==> src/rtl/square_game_pkg.sv <==
// Shared types and constants for the square game sequencer and its helpers.
package square_game_pkg;

    // Default coordinate width used by the sequencer and hit detector.
    localparam int COORD_W_DEFAULT = 11;

    // Framebuffer colour encodings.
    localparam logic COLOR_WHITE = 1'b1;
    localparam logic COLOR_BLACK = 1'b0;

    // Sequencer states.
    typedef enum logic [2:0] {
        IDLE  = 3'd0,
        PICK  = 3'd1,
        LATCH = 3'd2,
        DRAW  = 3'd3,
        SHOW  = 3'd4,
        ERASE = 3'd5,
        OVER  = 3'd6
    } state_t;

endpackage

==> src/rtl/square_hit_detector.sv <==
// Detects a left-button press landing inside the currently shown square.
// The press is a rising edge of the button level; the bounds test is
// inclusive on both ends and done one bit wider than the coordinates so a
// square near the right/bottom edge of the coordinate space cannot wrap.
module square_hit_detector
    import square_game_pkg::*;
#(
    parameter int COORD_W = COORD_W_DEFAULT,
    parameter int SQ_SIZE = 20
)(
    input  logic               clk,
    input  logic               reset,
    input  logic               en,
    input  logic               mouse_click,
    input  logic [COORD_W-1:0] mouse_x,
    input  logic [COORD_W-1:0] mouse_y,
    input  logic [COORD_W-1:0] sq_x,
    input  logic [COORD_W-1:0] sq_y,
    output logic               hit
);

    localparam logic [COORD_W:0] SPAN = (COORD_W+1)'(SQ_SIZE - 1);

    logic             click_prev_r;
    logic             click_rise_s;
    logic [COORD_W:0] mx_s;
    logic [COORD_W:0] my_s;
    logic [COORD_W:0] lo_x_s;
    logic [COORD_W:0] lo_y_s;
    logic [COORD_W:0] hi_x_s;
    logic [COORD_W:0] hi_y_s;
    logic             in_x_s;
    logic             in_y_s;

    // Button history; tracked every cycle so a button held from an earlier state never looks like a press.
    always_ff @(posedge clk) begin
        if (reset) begin
            click_prev_r <= 1'b0;
        end else begin
            click_prev_r <= mouse_click;
        end
    end

    // Press edge and widened inclusive bounds compare.
    always_comb begin
        mx_s         = {1'b0, mouse_x};
        my_s         = {1'b0, mouse_y};
        lo_x_s       = {1'b0, sq_x};
        lo_y_s       = {1'b0, sq_y};
        hi_x_s       = lo_x_s + SPAN;
        hi_y_s       = lo_y_s + SPAN;
        in_x_s       = (mx_s >= lo_x_s) && (mx_s <= hi_x_s);
        in_y_s       = (my_s >= lo_y_s) && (my_s <= hi_y_s);
        click_rise_s = mouse_click & ~click_prev_r;
        hit          = en & click_rise_s & in_x_s & in_y_s;
    end

endmodule

==> src/rtl/square_game_sequencer.sv <==
// Square game sequencer: picks a location, paints the square white, waits
// for a hit or a timeout, paints it black again and repeats until the miss
// limit ends the game. Owns the framebuffer write port.
module square_game_sequencer
    import square_game_pkg::*;
#(
    parameter int COORD_W    = COORD_W_DEFAULT,
    parameter int SQ_SIZE    = 20,
    parameter int TIMEOUT    = 50000000,
    parameter int MAX_MISSES = 3
)(
    input  logic               clk,
    input  logic               reset,
    input  logic               start,
    input  logic               mouse_click,
    input  logic [COORD_W-1:0] mouse_x,
    input  logic [COORD_W-1:0] mouse_y,
    output logic               pick_req,
    input  logic [COORD_W-1:0] loc_x,
    input  logic [COORD_W-1:0] loc_y,
    output logic               drw_start,
    output logic [COORD_W-1:0] drw_x0,
    output logic [COORD_W-1:0] drw_y0,
    input  logic               drw_done,
    input  logic [COORD_W-1:0] drw_x,
    input  logic [COORD_W-1:0] drw_y,
    output logic [COORD_W-1:0] fb_x,
    output logic [COORD_W-1:0] fb_y,
    output logic               fb_color,
    output logic               fb_write,
    output logic               point,
    output logic               game_over
);

    localparam int TIMER_W = (TIMEOUT > 1) ? $clog2(TIMEOUT) : 1;
    localparam int MISS_W  = $clog2(MAX_MISSES + 1);

    localparam logic [TIMER_W-1:0] TIMER_LAST = TIMER_W'(TIMEOUT - 1);
    localparam logic [MISS_W-1:0]  MISS_LIMIT = MISS_W'(MAX_MISSES);

    state_t               state_r;
    state_t               state_nxt_s;
    logic [TIMER_W-1:0]   timer_r;
    logic [MISS_W-1:0]    miss_cnt_r;
    logic [COORD_W-1:0]   sq_x_r;
    logic [COORD_W-1:0]   sq_y_r;
    logic                 color_r;
    logic                 abort_r;
    logic                 pick_req_r;
    logic                 drw_start_r;
    logic                 point_r;
    logic                 game_over_r;

    logic                 hit_s;
    logic                 show_s;
    logic                 timeout_s;
    logic                 erase_done_s;
    logic                 enter_erase_s;
    logic                 drawing_s;

    assign show_s    = (state_r == SHOW);
    assign timeout_s = (timer_r == TIMER_LAST);

    // The erase start pulse coincides with the first ERASE cycle; a level-style
    // done still high from the previous pass must not end the erase early.
    assign erase_done_s  = drw_done & ~drw_start_r;
    assign enter_erase_s = show_s && (state_nxt_s == ERASE);
    assign drawing_s     = (state_r == DRAW) || (state_r == ERASE);

    square_hit_detector #(
        .COORD_W (COORD_W),
        .SQ_SIZE (SQ_SIZE)
    ) u_hit (
        .clk         (clk),
        .reset       (reset),
        .en          (show_s),
        .mouse_click (mouse_click),
        .mouse_x     (mouse_x),
        .mouse_y     (mouse_y),
        .sq_x        (sq_x_r),
        .sq_y        (sq_y_r),
        .hit         (hit_s)
    );

    // Next-state decode; in SHOW a hit beats a timeout, which beats start going low.
    always_comb begin
        state_nxt_s = state_r;
        case (state_r)
            IDLE: begin
                if (start) begin
                    state_nxt_s = PICK;
                end else begin
                    state_nxt_s = IDLE;
                end
            end
            PICK:  state_nxt_s = LATCH;
            LATCH: state_nxt_s = DRAW;
            DRAW: begin
                if (drw_done) begin
                    state_nxt_s = SHOW;
                end else begin
                    state_nxt_s = DRAW;
                end
            end
            SHOW: begin
                if (hit_s) begin
                    state_nxt_s = ERASE;
                end else if (timeout_s) begin
                    state_nxt_s = ERASE;
                end else if (!start) begin
                    state_nxt_s = ERASE;
                end else begin
                    state_nxt_s = SHOW;
                end
            end
            ERASE: begin
                if (erase_done_s) begin
                    if (miss_cnt_r == MISS_LIMIT) begin
                        state_nxt_s = OVER;
                    end else if (abort_r) begin
                        state_nxt_s = IDLE;
                    end else begin
                        state_nxt_s = PICK;
                    end
                end else begin
                    state_nxt_s = ERASE;
                end
            end
            OVER:    state_nxt_s = OVER;
            default: state_nxt_s = IDLE;
        endcase
    end

    // State register.
    always_ff @(posedge clk) begin
        if (reset) begin
            state_r <= IDLE;
        end else begin
            state_r <= state_nxt_s;
        end
    end

    // Visibility timer: cleared when the square finishes drawing, counts while shown.
    always_ff @(posedge clk) begin
        if (reset) begin
            timer_r <= '0;
        end else if ((state_r == DRAW) && drw_done) begin
            timer_r <= '0;
        end else if (show_s) begin
            timer_r <= timer_r + TIMER_W'(1);
        end else begin
            timer_r <= timer_r;
        end
    end

    // Miss counter (timeouts without a hit), saturating at the limit.
    always_ff @(posedge clk) begin
        if (reset) begin
            miss_cnt_r <= '0;
        end else if (show_s && !hit_s && timeout_s && (miss_cnt_r < MISS_LIMIT)) begin
            miss_cnt_r <= miss_cnt_r + MISS_W'(1);
        end else begin
            miss_cnt_r <= miss_cnt_r;
        end
    end

    // Abort flag: start dropped while showing, so the erase returns to IDLE.
    always_ff @(posedge clk) begin
        if (reset) begin
            abort_r <= 1'b0;
        end else if (show_s && !hit_s && !timeout_s && !start) begin
            abort_r <= 1'b1;
        end else if ((state_r == ERASE) && erase_done_s) begin
            abort_r <= 1'b0;
        end else begin
            abort_r <= abort_r;
        end
    end

    // Square origin and paint colour for the current pass.
    always_ff @(posedge clk) begin
        if (reset) begin
            sq_x_r  <= '0;
            sq_y_r  <= '0;
            color_r <= COLOR_BLACK;
        end else if (state_r == LATCH) begin
            sq_x_r  <= loc_x;
            sq_y_r  <= loc_y;
            color_r <= COLOR_WHITE;
        end else if (enter_erase_s) begin
            sq_x_r  <= sq_x_r;
            sq_y_r  <= sq_y_r;
            color_r <= COLOR_BLACK;
        end else begin
            sq_x_r  <= sq_x_r;
            sq_y_r  <= sq_y_r;
            color_r <= color_r;
        end
    end

    // Registered control pulses and game-over level, aligned with the state they belong to.
    always_ff @(posedge clk) begin
        if (reset) begin
            pick_req_r  <= 1'b0;
            drw_start_r <= 1'b0;
            point_r     <= 1'b0;
            game_over_r <= 1'b0;
        end else begin
            pick_req_r  <= (state_nxt_s == PICK);
            drw_start_r <= (state_nxt_s == LATCH) || enter_erase_s;
            point_r     <= show_s && hit_s;
            game_over_r <= (state_nxt_s == OVER);
        end
    end

    assign pick_req  = pick_req_r;
    assign drw_start = drw_start_r;
    assign point     = point_r;
    assign game_over = game_over_r;

    // Framebuffer port and drawer origin, decoded from the state register.
    always_comb begin
        if (drawing_s) begin
            fb_write = 1'b1;
            fb_x     = drw_x;
            fb_y     = drw_y;
            fb_color = color_r;
        end else begin
            fb_write = 1'b0;
            fb_x     = '0;
            fb_y     = '0;
            fb_color = COLOR_BLACK;
        end
        if (state_r == LATCH) begin
            drw_x0 = loc_x;
            drw_y0 = loc_y;
        end else begin
            drw_x0 = sq_x_r;
            drw_y0 = sq_y_r;
        end
    end

endmodule

==> config.mk <==
export PLATFORM = sky130hd
export DESIGN_NAME = square_game_sequencer
export DESIGN_NICKNAME = d
export VERILOG_FILES = /design/src/rtl/square_game_pkg.sv /design/src/rtl/square_hit_detector.sv /design/src/rtl/square_game_sequencer.sv
export SDC_FILE = /design/constraint.sdc
export NUM_CORES = 1
export LEC_CHECK = 0
export CAP_MARGIN = 20
export CORE_MARGIN = 2
export CORE_UTILIZATION = 52
export CTS_BUF_LIST = sky130_fd_sc_hd__clkbuf_4 sky130_fd_sc_hd__clkbuf_8 sky130_fd_sc_hd__clkbuf_16
export CTS_CLUSTER_DIAMETER = 120
export DETAILED_ROUTE_END_ITERATION = 8
export GPL_TIMING_DRIVEN = 1
export PLACE_DENSITY = 0.87
export REMOVE_ABC_BUFFERS = 1
export SKIP_CTS_REPAIR_TIMING = 1
export SYNTH_ARGS = -nofsm -noshare
export SYNTH_HDL_FRONTEND = slang
export SYNTH_SLANG_ARGS = --single-unit
export TNS_END_PERCENT = 20
==> constraint.sdc <==
create_clock -name clk -period 5.1 [get_ports clk]
set_input_delay 1.02 -clock clk [delete_from_list [all_inputs] [get_ports clk]]
set_output_delay 1.02 -clock clk [all_outputs]
set_load 0.02 [all_outputs]
* Yosys cells after proc, flatten, opt, wreduce, memory -nomap -nowiden
Index checks and enable logic that the tools add are counted.
Cells by class: add/sub/neg operators 4, $mul 0, divide/modulo/power cells 0, order comparisons 5, equal/unequal tests 12, shift-type cells 0, muxes and demuxes 19, bitwise operators 7, reduce and logical (&&, ||, !) cells 20
Operator list (number):
- 11-bit 2-to-1 mux | 4
- 26-bit by 1-bit adder with 26-bit output, second input constant | 1
- 26-bit equality test, second input constant | 1
- 11-bit by 5-bit adder with 12-bit output, second input constant | 2
- 11-bit by 12-bit <= comparator with 1-bit output | 2
- 11-bit greater-or-equal comparator | 2
- 3-bit case mux with 7 select lines | 1
- 3-bit equality test, second input constant | 5
- 1-bit logical AND | 11
- 1-bit 2-to-1 mux | 11
- 3-bit by 2-bit equality test with 1-bit output, second input constant | 3
- 3-bit 2-to-1 mux | 3
- 3-bit by 1-bit equality test with 1-bit output, second input constant | 2
- 1-bit bitwise AND | 5
- 2-bit nonzero test | 2
- 1-bit logical NOT | 3
- 3-bit logical NOT | 1
- 2-bit by 1-bit adder with 2-bit output, second input constant | 1
- 2-bit equality test, second input constant | 1
- 1-bit logical OR | 2
- 2-bit < comparator, second input constant | 1
- 1-bit inverter | 2
- 2-bit OR reduction | 1
Word-level totals: register bits 60, latch bits 0, bits in writable memories 0, bits in read-only memories 0, input bits 71, output and inout port bits 50, logic and storage cells 79, memories kept 0

* Longest topological paths before layout
Gate-level depths: netlist of run 1.
word-level depth 11, mapped depth 15, mapped depth without buffers 15

* Hierarchy
A second synthesis of run 1 with hierarchy kept.
Unflattened totals: cell total of the unflattened synthesis 498, area, all modules 4229.1 µm²
Modules (own cells, without submodules):
- square_game_sequencer | times used 1, cells an instance 320, area each 2860.2 µm², sequential area each 1181.1 µm²
- square_hit_detector | times used 1, cells an instance 178, area each 1368.8 µm², sequential area each 20.0 µm²

* Worst setup path before layout of run 1
No wires, ideal clock.
path type register to register, start point register sq_y_r[0], end point register drw_start_r, in the netlist drw_start, library setup time 0.087 ns, data arrival time 2.916 ns, required time 5.013 ns, setup slack 2.097 ns, cell stages (with the launch flop) 16, path buffers 0, clock period less this slack 3.003 ns, path through dfxtp_1 inv_1 ha_1 nor3_1 nor2_1 nor3_1 nand3_1 xnor2_1 ha_1 nand3_1 or4_1 o221a_2 o31ai_1 nand4b_1 and3_1 o31ai_1
Between the ends: longest elaborated chain between the ends 9, elaborated cells on any way between the ends 11, classes of those cells 1 x add/sub; 2 x order compare; 2 x eq/ne; 2 x mux; 1 x bitwise; 3 x reduce/logical
RTL lines:
- start, declared | RTL line square_game_sequencer.sv:46 | logic [COORD_W-1:0] sq_y_r;
- start signal, assigned | RTL line square_game_sequencer.sv:188 | sq_y_r <= loc_y;
- start signal, assigned | RTL line square_game_sequencer.sv:192 | sq_y_r <= sq_y_r;
- start signal, assigned | RTL line square_game_sequencer.sv:196 | sq_y_r <= sq_y_r;
- 11-bit by 5-bit adder with 12-bit output | RTL line square_hit_detector.sv:51 | hi_y_s = lo_y_s + SPAN;
- 11-bit by 12-bit <= comparator with 1-bit output | RTL line square_hit_detector.sv:53 | in_y_s = (my_s >= lo_y_s) && (my_s <= hi_y_s);
- 1-bit logical AND * | RTL line square_hit_detector.sv:53
- 1-bit bitwise AND * | RTL line square_hit_detector.sv:55 | hit = en & click_rise_s & in_x_s & in_y_s;
- 1-bit 2-to-1 mux * | RTL line square_game_sequencer.sv:106 | if (hit_s) begin
- 3-bit case mux with 7 select lines * | RTL line square_game_sequencer.sv:88 | case (state_r)
- 3-bit equality test | RTL line square_game_sequencer.sv:67 | assign enter_erase_s = show_s && (state_nxt_s == ERASE);
- 1-bit logical AND | RTL line square_game_sequencer.sv:67
- 1-bit logical OR * | RTL line square_game_sequencer.sv:210 | drw_start_r <= (state_nxt_s == LATCH) || enter_erase_s;
- end signal, assigned | RTL line square_game_sequencer.sv:210
- end, declared | RTL line square_game_sequencer.sv:50 | logic drw_start_r;
Every way passes the cells marked *; elsewhere a longest branch is shown, timed or not. A chain may end at the register's enable or synchronous reset.

* Final worst setup path of run 1
start point register state_r[1], end point output drw_y0[8]
Between the ends: longest elaborated chain between the ends 2
RTL lines:
- start, declared | RTL line square_game_sequencer.sv:41 | state_t state_r;
- start signal, assigned | RTL line square_game_sequencer.sv:139 | state_r <= state_nxt_s;
- 3-bit by 2-bit equality test with 1-bit output | RTL line square_game_sequencer.sv:234 | if (state_r == LATCH) begin
- 11-bit 2-to-1 mux
- end, declared | RTL line square_game_sequencer.sv:23 | output logic [COORD_W-1:0] drw_y0,
Every way passes these cells.

==> reports/qor.txt, run 1 <==
DIE WIDTH - 92.3 microns
synth warn - 0
Critical Path Start Type - register
# clock sinks - 60
critical setup path kind - register to output pin
Crit. End Element - output pin
H-tree depth - 3
Die Area - 8520 sq um
post-route setup TNS - 0 ps
Clock Skew - 10.8 ps
Skew-Pair Late Insertion Delay - 340 ps
leakage - 2.10 nW
Congestion Overflow GR - 0
Reg clk slew, reported paths - 70 ps
worst endpoint required time - 4080 ps
Ant. Diodes - 0
core area - 7650 sq um
WL final - 10.4 mm
post-route core utilization - 72.7%
post-DP HPWL - 7.83 mm
Syn-to-layout area delta - 37.2%
WP data arrival - 2610 ps
final period utilization - 71.2%
synthesized area - 4050 sq um
run status - finished clean
Crit Path Max Fanout - 45
Final GP Congestion - 0.859
Max Root-Sink Buffers - 2
Slowest cell on crit path - clkdlybuf4s50_1
Worst Path Buf+Inv - 2
final hold violations - 0
CTS buffer count - 9
Crit Reg-Reg Startpoint - sq_y_r[0]$_SDFF_PP0_
post-synthesis sequential area ratio - 29.6%
P per Cell Area - 245 nW/um^2
DR WL/cell - 14.4 microns
Period minus WS final - 3630 ps
hold path startpoint - timer_r[1]$_SDFFE_PP0P_
final setup vio count - 0
first-pass GRT wire length - 17.4 mm
fmax - 275 MHz
number of flops mapped to enable cells by yosys - 0
maximum capacitance violations - 0
largest net degree at the start of global routing - 46
root buf cell - clkbuf_8
CTS tree - yes
dominant synthesized flop cell - dfxtp_1
number of fill cells - 580
Worst Hold Class - register to register
syn avg cell area - 8.20 sq um
FFs w/ async S/R, synth - 0%
routed vias/inst - 5.53
Die Span Y - 92.3 microns
number of global-route vias before repair - 3916
initial antenna violation count - 0
crit path launch - state_r[1]$_SDFF_PP0_
CP max stage delay - 670 ps
via count - 3981
RSZ-0062 raised after global routing - false
VDD IR-drop max - 0.000166 V
# nets final - 732
Tightest Pin Transition - 558 ps
count of input and output buffers - 120
Residual DRC - 0
layout cell share with drive strength beyond 1 - 5.83%
Starting Density - 53.0%
Starting DRT DRC Count - 124
Worst slew margin - 61.8%
fin. max-slew vios - 0
Ports - 121
critical path, cell by cell - or2b_1, nor2_2, buf_4, nand2_1, o21ai_0, clkdlybuf4s50_1
CP delay by family, top - buffers and inverters
Netlist cell types - 56
Row Count - 32
register bit total from synthesis - 60
1st-pass router iterations - 4
Syn Inst Count - 494
GRT Total Usage - 25.1%
number of routed nets with antenna violations - 0
## worst register-to-register path, cell delays in order, from the launching register on
cell      delay, ps
dfxtp_1         350
inv_1            90
ha_1            230
nor3_1          370
nor2_1           80
nor3_1          260
nand3_1         170
xnor2_1         160
ha_1            330
nand3_1         110
or4_1           410
o221a_2         140
o31ai_1          90
nand4b_1        280
and3_1          270
o31ai_1         190
## through the flow
stage                     area, sq um  hold WS [ps]  instances  setup slack (ps)  total power, mW
after CTS                        5550           492        719              1200             1.37
after floorplan                  3960           443        479              1570            0.679
final                            5560           490        720              1470             1.36
after global placement           5310           457        703              1590            0.822
after detailed placement         5310           463        703              1510            0.833
after global routing             5560           516        720              1270             1.42
## power by group
part,internal [mW],switching (mW),total (mW)
logic,0.167,0.163,0.330
registers,0.484,0.0157,0.500
clock network,0.338,0.196,0.533
total,0.990,0.374,1.36
## flip-flops by register name, summed over array words and instances, names as in the netlist, 2 cells and up
register / flops
timer_r: 26
sq_x_r: 11
sq_y_r: 11
state_r: 3
miss_cnt_r: 2
## per-layer routing
| layer | vias to the layer above | wire, microns | global-route usage (%) |
|---|---|---|---|
| met4 | 0 | 296 | 11.8 |
| met2 | 153 | 5310 | 47.2 |
| met1 | 1856 | 4100 | 27.0 |
| met5 | - | 0 | 0 |
| li1 | 1944 | - | - |
| met3 | 28 | 666 | 4.52 |
## cells by family after synthesis
| group | count (synthesis) | synth area share [%] |
|---|---|---|
| AO/OA/AOI/OAI | 87 | 13.1 |
| XOR/XNOR | 39 | 8.43 |
| adder cells (fa/ha/maj) | 48 | 14.8 |
| buffers and inverters | 41 | 4.72 |
| flip-flops | 60 | 29.6 |
| AND/OR/NAND/NOR | 219 | 29.3 |
## cell usage after synthesis (2+ instances only)
cell,instances,area [sq um]
buf_6,5,56.3
and2_1,23,144
o21ai_0,35,175
nor2b_1,28,175
or3_1,5,31.3
dfxtp_1,60,1200
nand2_1,45,169
ha_1,48,601
a21o_1,4,30.0
a21oi_1,20,100
nand3_1,18,90.1
xnor2_1,20,175
nor2_1,48,180
a211oi_1,5,37.5
nor3_1,9,45.0
nand4b_1,2,17.5
or2_2,3,18.8
and3_1,5,31.3
nand4_1,12,75.1
nor3b_1,3,22.5
a211o_1,3,26.3
inv_1,25,93.8
o31ai_1,5,37.5
nand2b_4,2,27.5
xor2_1,19,166
nor4b_1,2,17.5
a31oi_1,2,12.5
clkbuf_1,10,37.5
## final cells by class
type,count,area [sq um],area share [%]
clock buffer,10,138,2.47
clock inverter,6,111,2.00
inverter,26,97.6,1.75
multi-input combinational,393,2660,47.9
sequential,60,1200,21.6
tap,102,128,2.29
timing repair buffer,123,1220,22.0
## cells in the final DEF, fill, tap and decap left out, types with 2 or more instances in the layout
cell	netlist	layout
a21o_1	4	4
buf_4	0	3
bufinv_16	0	3
nor3b_1	3	3
nor2_1	48	47
xnor2_1	20	20
inv_1	25	25
ha_1	48	48
nor2_2	1	2
nand4_1	12	12
clkbuf_8	0	10
nor2b_1	28	28
a21oi_1	20	20
and3_1	5	5
nand4b_1	2	2
dfxtp_1	60	60
o31ai_1	5	5
a31oi_1	2	2
and2_1	23	23
or3_1	5	5
nor3_1	9	9
or2_2	3	3
a211o_1	3	3
o21ai_0	35	35
xor2_1	19	19
clkdlybuf4s50_1	0	120
nand3_1	18	18
nand2b_4	2	2
a211oi_1	5	5
nor4b_1	2	2
nand2_1	45	45
## final timing paths
check                                  to  slack, ps  cells past startpoint
setup / recovery                drw_y0[8]       1470                      6
hold / removal    timer_r[1]$_SDFFE_PP0P_        490                      2
setup reg to reg     drw_start$_SDFF_PP0_       1480                     15
hold reg to reg   timer_r[1]$_SDFFE_PP0P_        490                      2
Power figures use the tool's default switching activity.
==> run 2, diff against run 1 <==
--- a/config.mk
+++ b/config.mk
@@ -7,12 +7,12 @@
 export LEC_CHECK = 0
 export CAP_MARGIN = 20
 export CORE_MARGIN = 2
-export CORE_UTILIZATION = 52
+export CORE_UTILIZATION = 43
 export CTS_BUF_LIST = sky130_fd_sc_hd__clkbuf_4 sky130_fd_sc_hd__clkbuf_8 sky130_fd_sc_hd__clkbuf_16
 export CTS_CLUSTER_DIAMETER = 120
 export DETAILED_ROUTE_END_ITERATION = 8
 export GPL_TIMING_DRIVEN = 1
-export PLACE_DENSITY = 0.87
+export PLACE_DENSITY = 0.77
 export REMOVE_ABC_BUFFERS = 1
 export SKIP_CTS_REPAIR_TIMING = 1
 export SYNTH_ARGS = -nofsm -noshare
==> constraint.sdc (replaced) <==
create_clock -name clk -period 3.06 [get_ports clk]
set_input_delay 0.612 -clock clk [delete_from_list [all_inputs] [get_ports clk]]
set_output_delay 0.612 -clock clk [all_outputs]
set_load 0.02 [all_outputs]
==> reports/qor.txt, run 2 (synthesis gave the netlist of run 1 again) <==
final hold violations - 0 (unchanged)
count of input and output buffers - 120 (unchanged)
Worst Path Buf+Inv - 3 (was 2)
Non-Filler Instances - 742 (was 720)
DP Cell Count - 721 (was 703)
Clock Skew - 11.3 ps (was 10.8 ps)
RSZ-0062 raised after global routing - true (was false)
Critical Path Start Type - register (unchanged)
final setup vio count - 4 (was 0)
hold path startpoint - timer_r[1]$_SDFFE_PP0P_ (unchanged)
Setup WS post-layout - -50.1 ps (was 1470 ps)
Row Count - 35 (was 32)
Hold Path Sink - timer_r[1]$_SDFFE_PP0P_ (unchanged)
Max Root-Sink Buffers - 2 (unchanged)
largest net degree at the start of global routing - 46 (unchanged)
fin. max-slew vios - 0 (unchanged)
Period minus WS final - 3110 ps
biggest regs - timer_r: 26 flops, sq_x_r: 11 flops, sq_y_r: 11 flops (unchanged)
Congestion Overflow GR - 0 (unchanged)
number of routed nets with antenna violations - 0 (unchanged)
Skew-Pair Late Insertion Delay - 350 ps (was 340 ps)
Die Span Y - 101 microns (was 92.3 microns)
WL final - 11.0 mm (was 10.4 mm)
1st-pass router iterations - 4 (unchanged)
Crit path top cell by count - nand3_1
root buf cell - clkbuf_8 (unchanged)
via count - 3959 (was 3981)
Hold WS - 474 ps (was 490 ps)
fmax - 322 MHz
Flop pwr share - 38.6% (was 36.7%)
post-route setup TNS - -70.3 ps (was 0 ps)
CP max stage delay - 510 ps (was 670 ps)
WP data arrival - 3330 ps (was 2610 ps)
Syn-to-layout area delta - 42.6% (was 37.2%)
Ports - 121 (unchanged)
final period utilization - 102%
layout cell share with drive strength beyond 1 - 11.4% (was 5.83%)
Starting Density - 44.1% (was 53.0%)
CTS tree - yes (unchanged)
CP delay by family, top - simple AND/OR/NAND/NOR gates (was buffers and inverters)
P_sw - 673 uW (was 374 uW)
routed vias/inst - 5.34 (was 5.53)
Hold Crit Depth - 2 (unchanged)
commonest non-fill, non-tap cell in the layout - clkdlybuf4s50_1 (unchanged)
maximum capacitance violations - 0 (unchanged)
power share of the clock group - 33.9% (was 39.1%)
first-pass GRT wire length - 16.7 mm (was 17.4 mm)
run status - finished with violations (was finished clean)
max FFs per register - 26 (unchanged)
Crit Reg-Reg Startpoint - sq_y_r[0]$_SDFF_PP0_ (unchanged)
core area - 9200 sq um (was 7650 sq um)
Crit Path Max Fanout - 3 (was 45)
Comb power frac - 27.4% (was 24.2%)
post-route core utilization - 62.8% (was 72.7%)
critical path, cell by cell - inv_2, ha_4, nor3_4, nor2_2, nor3_2, nand3_1, xnor2_1, ha_1, nand3_1, or4_4, o221a_4, o31ai_4, nand4b_1, buf_4, buf_6, nand3_4, a21oi_2 (was or2b_1, nor2_2, buf_4, nand2_1, o21ai_0, clkdlybuf4s50_1)
number of global-route vias before repair - 3692 (was 3916)
H-tree depth - 3 (unchanged)
# nets final - 745 (was 732)
failing checks - negative setup slack
switching portion of total power - 31.1% (was 27.4%)
initial antenna violation count - 0 (unchanged)
critical setup path kind - register to register (was register to output pin)
Starting DRT DRC Count - 150 (was 124)
Residual DRC - 0 (unchanged)
# clock sinks - 60 (unchanged)
VDD IR-drop max - 0.000231 V (was 0.000166 V)
Tightest Pin Transition - 718 ps (was 558 ps)
Pint - 1.49 mW (was 990 uW)
Ant. Diodes - 0 (unchanged)
Slowest cell on crit path - or4_4 (was clkdlybuf4s50_1)
reg2reg end - abort_r$_SDFFE_PP0P_ (was drw_start$_SDFF_PP0_)
final instance area - 5780 sq um (was 5560 sq um)
Cell Area, Placed - 5400 sq um (was 5310 sq um)
Placement Setup Slack - -137 ps (was 1510 ps)
most flop-heavy register - timer_r (unchanged)
DIE WIDTH - 101 microns (was 92.3 microns)
DR WL/cell - 14.8 microns (was 14.4 microns)
Reg clk slew, reported paths - 80 ps (was 70 ps)
Crit. End Element - register (was output pin)
reg2reg path depth - 17 (was 15)
P per Cell Area - 374 nW/um^2 (was 245 nW/um^2)
Die Area - 10200 sq um (was 8520 sq um)
CTS buffer count - 9 (unchanged)
Final GP Congestion - 0.947 (was 0.859)
post-DP HPWL - 8.31 mm (was 7.83 mm)
Final Power - 2.16 mW (was 1.36 mW)
Worst slew margin - 50.9% (was 61.8%)
commonest non-fill, non-tap cells in the layout - clkdlybuf4s50_1 (117), dfxtp_1 (57), ha_1 (47), nand2_1 (45), nor2_1 (45) (was clkdlybuf4s50_1 (120), dfxtp_1 (60), ha_1 (48), nor2_1 (47), nand2_1 (45))
worst endpoint required time - 3280 ps (was 4080 ps)
Worst Hold Class - register to register (unchanged)
leakage - 2.23 nW (was 2.10 nW)
R2R setup slack - -50 ps (was 1480 ps)
GRT Total Usage - 20.4% (was 25.1%)
==> run 2: worst max path at each step <==
stage / start / end / slack (ps) / cells past startpoint
2_1_floorplan: state_r[1]$_SDFF_PP0_ / drw_x0[0] / -60 / 3
3_3_place_gp: sq_y_r[0]$_SDFF_PP0_ / state_r[0]$_SDFF_PP0_ / 9 / 15
3_5_place_dp: sq_y_r[0]$_SDFF_PP0_ / state_r[0]$_SDFF_PP0_ / -140 / 14
4_1_cts: sq_y_r[0]$_SDFF_PP0_ / drw_start$_SDFF_PP0_ / -170 / 14
5_1_grt: sq_y_r[0]$_SDFF_PP0_ / abort_r$_SDFFE_PP0P_ / -240 / 17
6_report: sq_y_r[0]$_SDFF_PP0_ / abort_r$_SDFFE_PP0P_ / -50 / 17
==> run 2: cell type report <==
class,count,area [sq um]
fillers,777,3420
multi-input cells,393,2790
repair buffers,136,1350
flip-flops and latches,60,1200
well taps,111,139
clock buffers,9,124
inverters,26,97.6
clock inverters,7,75.1
==> run 2: layer usage <==
layer  global-route usage (%)  up-vias  wire [microns]
met5                        0        -               0
li1                         -     1981               -
met1                     24.0     1819            4700
met3                     6.03       15             825
met4                     6.55        0             149
met2                     35.6      144            5320
==> run 2: power groups by stage <==
stage	logic (mW)	clock network, mW	registers, mW
after floorplan	0.285	0	0.848
after global placement	0.539	0	0.849
after detailed placement	0.555	0	0.850
after CTS	0.559	0.734	0.832
after global routing	0.645	0.775	0.839
final	0.593	0.734	0.835
==> run 2: worst register-to-register path, delay by kind of cell (launching register included) <==
family | cells | cell delay [ps]
AND/OR/NAND/NOR | 8 | 1400
adder cells (fa/ha/maj) | 2 | 480
buffers and inverters | 3 | 380
flip-flops | 1 | 360
AO/OA/AOI/OAI | 3 | 240
XOR/XNOR | 1 | 140
